$ cat src/rtl/tt_pin_bus_pkg.sv
// Shared definitions for the Tiny Tapeout pin-bus register responder.
//   state_t        : handshake FSM states
//   RESP_ERR       : response byte returned for a malformed command
//   STATUS_ADDR    : register index used as the status register
//   CMD_RD_BIT     : command byte bit selecting read (1) / write (0)
//   CMD_PAD_MSB    : highest command bit that must be zero above the address
//   cmd_is_legal() : checks that bits [CMD_PAD_MSB:addr_w] are all zero
package tt_pin_bus_pkg;

  typedef enum logic [1:0] {
    ST_IDLE,
    ST_CMD_ACK,
    ST_WAIT_DATA,
    ST_DATA_ACK
  } state_t;

  localparam logic [7:0]  RESP_ERR    = 8'hEE;
  localparam int unsigned STATUS_ADDR = 1;
  localparam int unsigned CMD_RD_BIT  = 7;
  localparam int unsigned CMD_PAD_MSB = 6;

  function automatic logic cmd_is_legal(input logic [7:0] cmd, input int unsigned addr_w);
    logic [6:0] pad;
    pad = cmd[CMD_PAD_MSB:0] >> addr_w;
    return (pad == '0);
  endfunction

endpackage

$ cat src/rtl/tt_pin_bus_responder_sync2.sv
// Two-flop synchronizer for asynchronous inputs.
//   clk   : destination clock
//   rst_n : asynchronous active-low reset, both stages clear to 0
//   d     : asynchronous input
//   q     : synchronized output (two clk edges of latency)
module sync2 #(
  parameter int unsigned WIDTH = 1
) (
  input  logic             clk,
  input  logic             rst_n,
  input  logic [WIDTH-1:0] d,
  output logic [WIDTH-1:0] q
);

  logic [WIDTH-1:0] meta_q;

  always_ff @(posedge clk or negedge rst_n) begin
    if (!rst_n) begin
      meta_q <= '0;
      q      <= '0;
    end else begin
      meta_q <= d;
      q      <= meta_q;
    end
  end

endmodule

$ cat src/rtl/tt_pin_bus_responder.sv
// Byte-wide register-access responder behind the Tiny Tapeout pins.
// The host sends a command byte (and, for writes, a data byte) on ui_in,
// each framed by a 4-phase req/ack handshake.
//   clk, rst_n : clock, asynchronous active-low reset
//   ena        : design selected; low forces the FSM to IDLE
//   ui_in      : host command/data byte
//   uio_in     : bit 0 = req from host (asynchronous)
//   uo_out     : response byte (valid while ack is high)
//   uio_out    : bit 1 = ack, others 0
//   uio_oe     : constant 8'b0000_0010 (only ack is driven)
//   regs_o     : flattened register contents, reg0 = ID_VALUE
module tt_pin_bus_responder
  import tt_pin_bus_pkg::*;
#(
  parameter int unsigned NREGS    = 8,
  parameter logic [7:0]  ID_VALUE = 8'hA5
) (
  input  logic               clk,
  input  logic               rst_n,
  input  logic               ena,
  input  logic [7:0]         ui_in,
  input  logic [7:0]         uio_in,
  output logic [7:0]         uo_out,
  output logic [7:0]         uio_out,
  output logic [7:0]         uio_oe,
  output logic [NREGS*8-1:0] regs_o
);

  localparam int unsigned ADDR_W    = $clog2(NREGS);
  // Register 1 doubles as the status register only in the full 8-register map.
  localparam logic        STATUS_EN = (NREGS == 8);
  localparam logic [ADDR_W-1:0] STATUS_IDX = ADDR_W'(STATUS_ADDR);

  logic              req_s;
  logic              unused_uio;

  state_t            state_q, state_d;
  logic [7:0]        uo_q, uo_d;
  logic              ack_q;
  logic              err_q, err_d;
  logic              wr_pend_q, wr_pend_d;
  logic [ADDR_W-1:0] addr_q, addr_d;
  logic [ADDR_W-1:0] cmd_addr;
  logic              cmd_ok;
  logic              reg_we;
  logic [7:0]        regs_q   [NREGS];
  logic [7:0]        reg_view [NREGS];

  assign unused_uio = ^uio_in[7:1];

  sync2 #(.WIDTH(1)) u_req_sync (
    .clk   (clk),
    .rst_n (rst_n),
    .d     (uio_in[0]),
    .q     (req_s)
  );

  // Architectural view of the register map: reg0 is the fixed ID and,
  // when enabled, reg1 reflects the sticky error flag.
  always_comb begin
    for (int unsigned i = 0; i < NREGS; i++) begin
      reg_view[i] = regs_q[i];
    end
    reg_view[0] = ID_VALUE;
    if (STATUS_EN) begin
      reg_view[STATUS_ADDR] = {err_q, 7'b0};
    end
  end

  always_comb begin
    regs_o = '0;
    for (int unsigned i = 0; i < NREGS; i++) begin
      regs_o[i*8 +: 8] = reg_view[i];
    end
  end

  assign cmd_addr = ui_in[ADDR_W-1:0];
  assign cmd_ok   = cmd_is_legal(ui_in, ADDR_W);

  always_comb begin
    state_d   = state_q;
    uo_d      = uo_q;
    err_d     = err_q;
    wr_pend_d = wr_pend_q;
    addr_d    = addr_q;
    reg_we    = 1'b0;

    if (!ena) begin
      state_d   = ST_IDLE;
      wr_pend_d = 1'b0;
    end else begin
      unique case (state_q)
        ST_IDLE: begin
          if (req_s) begin
            state_d   = ST_CMD_ACK;
            wr_pend_d = 1'b0;
            if (!cmd_ok) begin
              uo_d  = RESP_ERR;
              err_d = 1'b1;
            end else if (ui_in[CMD_RD_BIT]) begin
              uo_d = reg_view[cmd_addr];
            end else begin
              addr_d    = cmd_addr;
              wr_pend_d = 1'b1;
            end
          end
        end
        ST_CMD_ACK: begin
          if (!req_s) begin
            state_d = wr_pend_q ? ST_WAIT_DATA : ST_IDLE;
          end
        end
        ST_WAIT_DATA: begin
          if (req_s) begin
            state_d   = ST_DATA_ACK;
            uo_d      = ui_in;
            wr_pend_d = 1'b0;
            if (STATUS_EN && (addr_q == STATUS_IDX)) begin
              if (ui_in[7]) begin
                err_d = 1'b0;
              end
            end else if (addr_q != '0) begin
              reg_we = 1'b1;
            end
          end
        end
        ST_DATA_ACK: begin
          if (!req_s) begin
            state_d = ST_IDLE;
          end
        end
        default: state_d = ST_IDLE;
      endcase
    end
  end

  always_ff @(posedge clk or negedge rst_n) begin
    if (!rst_n) begin
      state_q   <= ST_IDLE;
      uo_q      <= '0;
      ack_q     <= 1'b0;
      err_q     <= 1'b0;
      wr_pend_q <= 1'b0;
      addr_q    <= '0;
      for (int unsigned i = 0; i < NREGS; i++) begin
        regs_q[i] <= '0;
      end
    end else begin
      state_q   <= state_d;
      uo_q      <= uo_d;
      // ack is registered from the next state so it rises on the same edge
      // the FSM enters an acknowledge state.
      ack_q     <= (state_d == ST_CMD_ACK) || (state_d == ST_DATA_ACK);
      err_q     <= err_d;
      wr_pend_q <= wr_pend_d;
      addr_q    <= addr_d;
      if (reg_we) begin
        regs_q[addr_q] <= ui_in;
      end
    end
  end

  assign uo_out  = uo_q;
  assign uio_out = {6'b0, ack_q, 1'b0};
  assign uio_oe  = 8'b0000_0010;

endmodule

$ cat config.mk
export PLATFORM = sky130hd
export DESIGN_NAME = tt_pin_bus_responder
export DESIGN_NICKNAME = d
export VERILOG_FILES = /design/src/rtl/tt_pin_bus_pkg.sv /design/src/rtl/tt_pin_bus_responder_sync2.sv /design/src/rtl/tt_pin_bus_responder.sv
export SDC_FILE = /design/constraint.sdc
export NUM_CORES = 1
export LEC_CHECK = 0
export ABC_AREA = 1
export ABC_CLOCK_PERIOD_IN_PS = 3300
export CORE_MARGIN = 8
export CORE_UTILIZATION = 29
export CTS_BUF_LIST = sky130_fd_sc_hd__clkbuf_16
export CTS_CLUSTER_DIAMETER = 150
export CTS_CLUSTER_SIZE = 10
export DETAILED_ROUTE_END_ITERATION = 8
export PLACE_DENSITY_LB_ADDON = 0.05
export SLEW_MARGIN = 25
export SYNTH_ARGS = -nofsm -noshare
export SYNTH_HDL_FRONTEND = slang
export SYNTH_HIERARCHICAL = 1
export SYNTH_SLANG_ARGS = --single-unit
$ cat constraint.sdc
create_clock -name clk -period 3.3 [get_ports clk]
set_input_delay 0.495 -clock clk [delete_from_list [all_inputs] [get_ports clk]]
set_output_delay 0.495 -clock clk [all_outputs]
set_load 0.02 [all_outputs]
-- After elaboration in Yosys (flattened, before gate mapping)
Index checks and enable logic that the tools add are counted.
W data, S select, Z words.
- word-level logic and storage cells: 82
- register bits: 82
- bits of input ports: 19
- equality and inequality tests: 15
- mux-type cells: 35
- magnitude comparators: 3
- reductions and logical operators: 10
- bitwise logic cells: 3
- operators with widths (kind ; number):
    $bwmux W64 ; 1
    $mux W8 ; 7
    $bmux W8 S3 ; 1
    $demux W8 S3 ; 1
    $pmux W8 S2 ; 1
    $mux W1 ; 15
    $mux W2 ; 6
    $reduce_and A5 Y1 ; 2
    $ge A4 B4 Y1 const B ; 2
    $not A3 Y4 ; 2
    $pmux W2 S4 ; 1
    $logic_not A7 Y1 ; 1
    $reduce_and A7 Y1 ; 1
    $eq A2 B2 Y1 const B ; 3
    $ne A2 B2 Y1 const B ; 3
    $ne A3 B2 Y1 const B ; 2
    $eq A2 B1 Y1 const B ; 2
    $lt A4 B1 Y1 const B ; 1
    $ne A2 B1 Y1 const B ; 2
    $pmux W1 S2 ; 2
    $eq A3 B1 Y1 const B ; 1
    $ne A3 B1 Y1 const B ; 1
    $ne A3 B3 Y1 const B ; 1
    $reduce_and A3 Y1 ; 1
    6 further kinds ; 6

-- Depth between registers and ports, before layout
Gate-level depths: netlist (run 1).
- depth in word-level cells: 8
- depth in mapped cells: 11
- depth with buffers taken out: 10

-- Modules after synthesis
The synthesis (run 1) kept the hierarchy.
- by module, submodules not included (module ; area an instance (sq um) ; cells an instance ; seq. area each (sq um) ; instances):
    tt_pin_bus_responder ; 3210.6 ; 418 ; 1576.5 ; 1
    sync2 ; 50.0 ; 2 ; 50.0 ; 1

-- Worst setup path after synthesis (run 1)
No wires, ideal clock.
- kind: input -> register
- start point: in ui_in[0]
- end point: reg uo_q[5] (netlist: uo_out[5])
- path buffers: 2
- stages: 9
- slack: 1759 ps
- data arrival time: 1425 ps
- cells stage by stage: buf_2 clkinv_1 clkbuf_1 o21ai_0 o21ai_0 nand2_1 nand2_1 nand2_1 nand2_1
- word-level cells in the longest chain between the ends: 8
- ends and longest elaborated chain (element ; line ; RTL):
    from (decl) ; tt_pin_bus_responder.sv:21 ; input logic [7:0] ui_in,
    $not A3 Y4 (not written as such) ; tt_pin_bus_responder.sv:101 ; uo_d = reg_view[cmd_addr];
    $bmux W8 S3 ; tt_pin_bus_responder.sv:101 ;
    $mux W8 (not written as such) (2 in a row) ; tt_pin_bus_responder.sv:101 ;
    $mux W8 ; tt_pin_bus_responder.sv:100 ; end else if (ui_in[CMD_RD_BIT]) begin
    $mux W8 ; tt_pin_bus_responder.sv:97 ; if (!cmd_ok) begin
    $mux W8 ; tt_pin_bus_responder.sv:94 ; if (req_s) begin
    $pmux W8 S2 ; tt_pin_bus_responder.sv:92 ; unique case (state_q)
    to (signal assigned) ; tt_pin_bus_responder.sv:150 ; uo_q <= uo_d;
    to (decl) ; tt_pin_bus_responder.sv:38 ; logic [7:0] uo_q, uo_d;
Every way passes these cells. The select of a mux whose other input is x is not followed.
A chain may end at the register's enable or synchronous reset.

-- Final worst setup path (run 1)
- start point: in ena
- end point: reg regs_q (netlist bit regs_o[49])
- word-level cells in the longest chain between the ends: 1
- ends and longest elaborated chain (element ; line ; RTL):
    from (decl) ; tt_pin_bus_responder.sv:20 ; input logic ena,
    $mux W1 ; tt_pin_bus_responder.sv:88 ; if (!ena) begin
    to (signal, indexed assignment) ; tt_pin_bus_responder.sv:158 ; regs_q[addr_q] <= ui_in;
    to (decl) ; tt_pin_bus_responder.sv:46 ; logic [7:0] regs_q [NREGS];
Every way passes these cells.

==> flow_summary.ini, run 1 <==
[status]
status = finished clean

[grt]
overflow = 0
antenna_found_initial = 0
first_global_vias = 2792
grt_max_degree = 26
gr-usage-all-layers_pct = 13.5
grt_pass1_wl_microns = 15400

[logic_synthesis]
ys_types = 21
yosys-top-cells-area = dfrtp_1 50%, nand2_1 14%, o21ai_0 11%, buf_4 7.4%, nor2_1 5.3%
yosysTopAreaCellShare_pct = 49.9
netlist_area_sq_mm = 0.00326
seq_area_frac_synth_pct = 49.9
yosysTopAreaCell = dfrtp_1
yosys_warnings = 6
syn-mean-instance-area_sq_um = 7.76
ys_ff_latch = 65
netlist_instances = 420

[cells_and_area]
nets = 506
layout_commonest_cell = nand2_1
syn_to_final_growth_pct = 29.8
antenna_cells = 0
layout_common_cells = 120 x nand2_1, 71 x o21ai_0, 68 x clkdlybuf4s50_1
layout-drive-gt1-share_pct = 6.10
nFillCells = 1168

[die]
ioPinCount = 107
rows = 38
die_x_microns = 122
die_h_microns = 122
die_area_sq_mm = 0.0149
core_sq_mm = 0.0109
start_util_pct = 29.9

[clock_network]
cts_tree = yes
clockRootBuffer = clkbuf_16
post_cts_buffers = 0
cts.sinks = 65
ctsResizeCount = 0
cts_inserted_buffers = 9
clock_path_buffers = 2
cts_max_level = 3
holdBufCountCts = 0
clk_pin_slew_ns = 0.06
insertion_delay_ns = 0.33

[sta]
period_needed_ns = 2.06
fin_setup_tns_ns = 0
slew-limit-headroom_pct = 62.1
rsz0062_at_grt = false
fin_ws_ns = 1.24
hold_viol = 0
slew_violations = 0
finalCritPeriodShare_pct = 62.5
max_freq_ghz = 0.485
finClkSkew_ns = 0.00695
worst_slew_pin_slew_ns = 0.566
setup_viol = 0

[placement]
dp_hpwl_microns = 7130
pre_cts_ws_ns = 0.842
place.gp.congestion = 0.778
port_buffers = 69

[detailed_routing]
drt_first_iter_violations = 151
drt-total-wl_microns = 9770
via_count = 2783
via_per_inst = 4.40
ant_nets = 0
wl_per_cell_microns = 15.5
drt-pass1-iter-count = 4
drc = 0

[hold_path]
hold_class = in -> async

[critical_path]
critPathLaunchType = primary input
r2r_slack_ns = 1.36
cp_max_fo = 16
end_kind = register
r2r_cells = 5
cp_slowest_cell = nand4_1
slowest_delay_ns = 0.50
path_cells = clkdlybuf4s50_1 > nand2_1 > nor3_4 > nand4_1 > o21ai_0
path_class = in -> reg
required_ns = 3.53
cp.arrival_ns = 2.29

[power_and_ir_drop]
p_leak_nw = 1.96
power.density_mw_per_mm2 = 447
vdd_drop_max_v = 0.000178

[job]
cap_violations = 0
## Yosys cell counts
master and number:
a21boi_0 1, a21oi_1 7, buf_2 5, buf_4 32, clkbuf_1 12, clkinv_1 1
conb_1 2, dfrtp_1 65, inv_1 28, inv_2 1, nand2_1 120, nand3_1 14
nand3b_1 1, nand4_1 5, nor2_1 46, nor2_4 1, nor3_4 1, o211ai_1 1
o21a_1 1, o21ai_0 71, or2_2 5
## kinds of logic (layout without fill, tap and decap cells)
family	after synthesis	count (layout)	share of synthesized area [%]
simple gates	193	193	24.3
compound gates	81	81	12.7
buf+inv	79	123	13.0
flops	65	65	49.9
other cells	2	30	0.230
## layout make-up
| class | count | area (sq um) | area share (%) |
|---|---|---|---|
| inverter | 30 | 113 | 2.66 |
| clock inverter | 7 | 31.3 | 0.739 |
| timing repair buffer | 77 | 746 | 17.6 |
| clock buffer | 9 | 225 | 5.32 |
| sequential | 65 | 1630 | 38.4 |
| tap | 140 | 175 | 4.14 |
| multi-input combinational | 304 | 1320 | 31.1 |
## state kept, by name, summed over array words and instances (netlist names)
register	cells
uo_out	8
regs_o	48
addr_q	3
u_req_sync/q	1
err_q	1
state_q	2
wr_pend_q	1
u_req_sync/meta_q	1
## power by group
| group | switching, mW | leakage [nW] | internal (mW) |
|---|---|---|---|
| combinational | 0.148 | 0.941 | 0.0710 |
| clock | 0.342 | 0.143 | 0.494 |
| sequential | 0.0171 | 0.876 | 0.819 |
| total | 0.507 | 1.96 | 1.38 |
## routing by layer
metal	up-vias	part of all wire [%]	GRT usage [%]
li1	1413	-	-
met1	1275	45	17.2
met2	84	47	21.6
met3	11	7.3	3.29
met4	0	1.3	5.09
met5	-	0	0
## critical path, delay by kind of cell
family                 cells  cell delay (ns)
buffers and inverters      1             0.49
and+or+nand+nor            3             0.96
AOI/OAI and AO/OA          1             0.33
## worst paths after layout
check	to	start
worst max-delay path	regs_o[49]$_DFFE_PN0P_	ena
worst min-delay path	regs_o[62]$_DFFE_PN0P_	rst_n
worst max register to register	regs_o[49]$_DFFE_PN0P_	state_q[0]$_DFF_PN0_
worst min register to register	u_req_sync/q$_DFF_PN0_	u_req_sync/meta_q$_DFF_PN0_
max in group asynchronous	regs_o[24]$_DFFE_PN0P_	rst_n
min in group clk	u_req_sync/q$_DFF_PN0_	u_req_sync/meta_q$_DFF_PN0_
## per-stage QoR
| step | std cells | instance area [sq um] | utilization [%] | power (mW) | hold WS, ns |
|---|---|---|---|---|---|
| after global placement | 616 | 3980 | 36.5 | 1.07 | 0.334 |
| after global routing | 632 | 4230 | 38.9 | 1.98 | 0.156 |
| final | 632 | 4230 | 38.9 | 1.89 | 0.128 |
| after floorplan | 448 | 3370 | - | 1.00 | 0.199 |
| after detailed placement | 616 | 3980 | 36.5 | 1.07 | 0.337 |
| after CTS | 632 | 4230 | 38.9 | 1.92 | 0.137 |
Note: power is estimated with default switching activity, not from simulation.
==> run 2, diff against run 1 <==
ABC_CLOCK_PERIOD_IN_PS = 1900   (was 3300)
clock period = 1.9 ns   (was 3.3 ns; I/O delays follow)
==> run 2 against run 1 <==
Critical endpoint is now uio_out[1]. Clock skew grew 0.0011 ns. Sequential cell count is the same. Combinational power grew 83%. Sequential share of layout area shrank 1.6 points. Global-route usage grew 0.10 points. Hold slack gained 0.22 ns. Highest routed layer unchanged. Power grew 88%. Largest power group is now the clock network.
==> flow_summary.ini, run 2 (synthesis gave the netlist of run 1 again) <==
[detailed_routing]
via_count = 2845
drt-pass1-iter-count = 6
drt-total-wl_microns = 9690
drc = 0
ant_nets = 0
via_per_inst = 4.39
drt_first_iter_violations = 125
wl_per_cell_microns = 15.0

[sta]
slew_violations = 0
max_freq_ghz = 0.577
finClkSkew_ns = 0.00806
fin_setup_tns_ns = 0
setup_viol = 0
hold_viol = 0
rsz0062_at_grt = false
period_needed_ns = 1.73
finalCritPeriodShare_pct = 91.3

[placement]
dp_hpwl_microns = 7160
place.gp.congestion = 0.806
port_buffers = 69

[power_and_ir_drop]
p_seq_share_pct = 40.7
p_total_mw = 3.57
combPwrFrac_pct = 11.2
switching_power_mw = 0.876
vdd_drop_max_v = 0.000459
switching_share_pct = 24.6
power.density_mw_per_mm2 = 807
p_int_mw = 2.69
clock_power_share_pct = 48.0
p_leak_nw = 2.05

[clock_network]
ctsResizeCount = 0
cts_max_level = 3
clock_path_buffers = 2
cts_tree = yes
clockRootBuffer = clkbuf_16
cts_inserted_buffers = 9
holdBufCountCts = 1
cts.sinks = 65
insertion_delay_ns = 0.32
post_cts_buffers = 0
clk_pin_slew_ns = 0.05

[grt]
grt_max_degree = 66
antenna_found_initial = 0
gr-usage-all-layers_pct = 13.6
grt_pass1_wl_microns = 15600
first_global_vias = 2914
overflow = 0

[critical_path]
critPathTopFamily = buffers and inverters
crit_buf_inv = 1
slowest_delay_ns = 0.66
critPathLaunchType = register
cp.arrival_ns = 1.45
required_ns = 1.62
path_class = reg -> out
path_cells = clkdlybuf4s50_1
cp_max_fo = 6
cp_slowest_cell = clkdlybuf4s50_1
end_kind = output port

[die]
die_h_microns = 122
core_sq_mm = 0.0109
rows = 38
die_area_sq_mm = 0.0149
start_util_pct = 29.9
die_x_microns = 122
ioPinCount = 107

[cells_and_area]
syn_to_final_growth_pct = 35.4
layout-drive-gt1-share_pct = 8.46
layout_common_cells = 120 x nand2_1, 71 x o21ai_0, 68 x clkdlybuf4s50_1
largest_reg_flops = 48
nets = 522
antenna_cells = 0
layout_commonest_cell = nand2_1

[hold_path]
hold_class = reg -> reg

[status]
status = finished clean

[job]
cap_violations = 0
run 2: cell count changes in the layout (fill, tap and decap cells not counted):
cell,change
bufinv_16,+2
clkinv_2,-4
clkinv_1,+2
buf_12,+1
buf_4,+14
dlygate4sd3_1,+1
run 2: per-stage QoR:
stage	instance area, sq um	instances	setup WS [ns]	utilization [%]	hold WS [ns]
4_1_cts	4420	648	0.155	40.6	0.350
6_report	4420	648	0.166	40.6	0.348
3_5_place_dp	4100	631	0.0201	37.7	0.337
2_1_floorplan	3370	448	0.362	-	-0.0106
3_3_place_gp	4100	631	0.0391	37.7	0.334
5_1_grt	4420	648	0.0841	40.6	0.367
run 2: path summary, 6_finish.rpt:
kind	startpoint	endpoint	slack (ns)	cells past startpoint
setup / recovery	state_q[0]$_DFF_PN0_	uio_out[1]	0.17	1
hold / removal	u_req_sync/meta_q$_DFF_PN0_	u_req_sync/q$_DFF_PN0_	0.35	0
setup reg to reg	state_q[0]$_DFF_PN0_	regs_o[36]$_DFFE_PN0P_	0.29	7
hold reg to reg	u_req_sync/meta_q$_DFF_PN0_	u_req_sync/q$_DFF_PN0_	0.35	0
max in group asynchronous	rst_n	regs_o[44]$_DFFE_PN0P_	1.09	3
min in group asynchronous	rst_n	regs_o[59]$_DFFE_PN0P_	0.50	3
run 2: power by group through the flow:
stage                     combinational (mW)  clock [mW]  sequential (mW)
final                                  0.401        1.71             1.45
after global routing                   0.445        1.83             1.46
after CTS                              0.408        1.75             1.45
after detailed placement               0.405           0             1.48
after global placement                 0.405           0             1.48
after floorplan                        0.240           0             1.50
run 2: layout make-up:
| type | count | area (sq um) |
|---|---|---|
| well taps | 140 | 175 |
| clock inverters | 7 | 78.8 |
| inverters | 30 | 113 |
| flip-flops and latches | 65 | 1630 |
| multi-input cells | 304 | 1320 |
| fillers | 1180 | 6470 |
| repair buffers | 93 | 881 |
| clock buffers | 9 | 225 |
run 2: routing by layer:
layer	wire length [microns]	vias to the layer above	track usage [%]
li1	-	1444	-
met1	4360	1307	17.2
met2	4460	86	21.6
met3	734	8	4.16
met4	131	0	4.32
met5	0	-	0
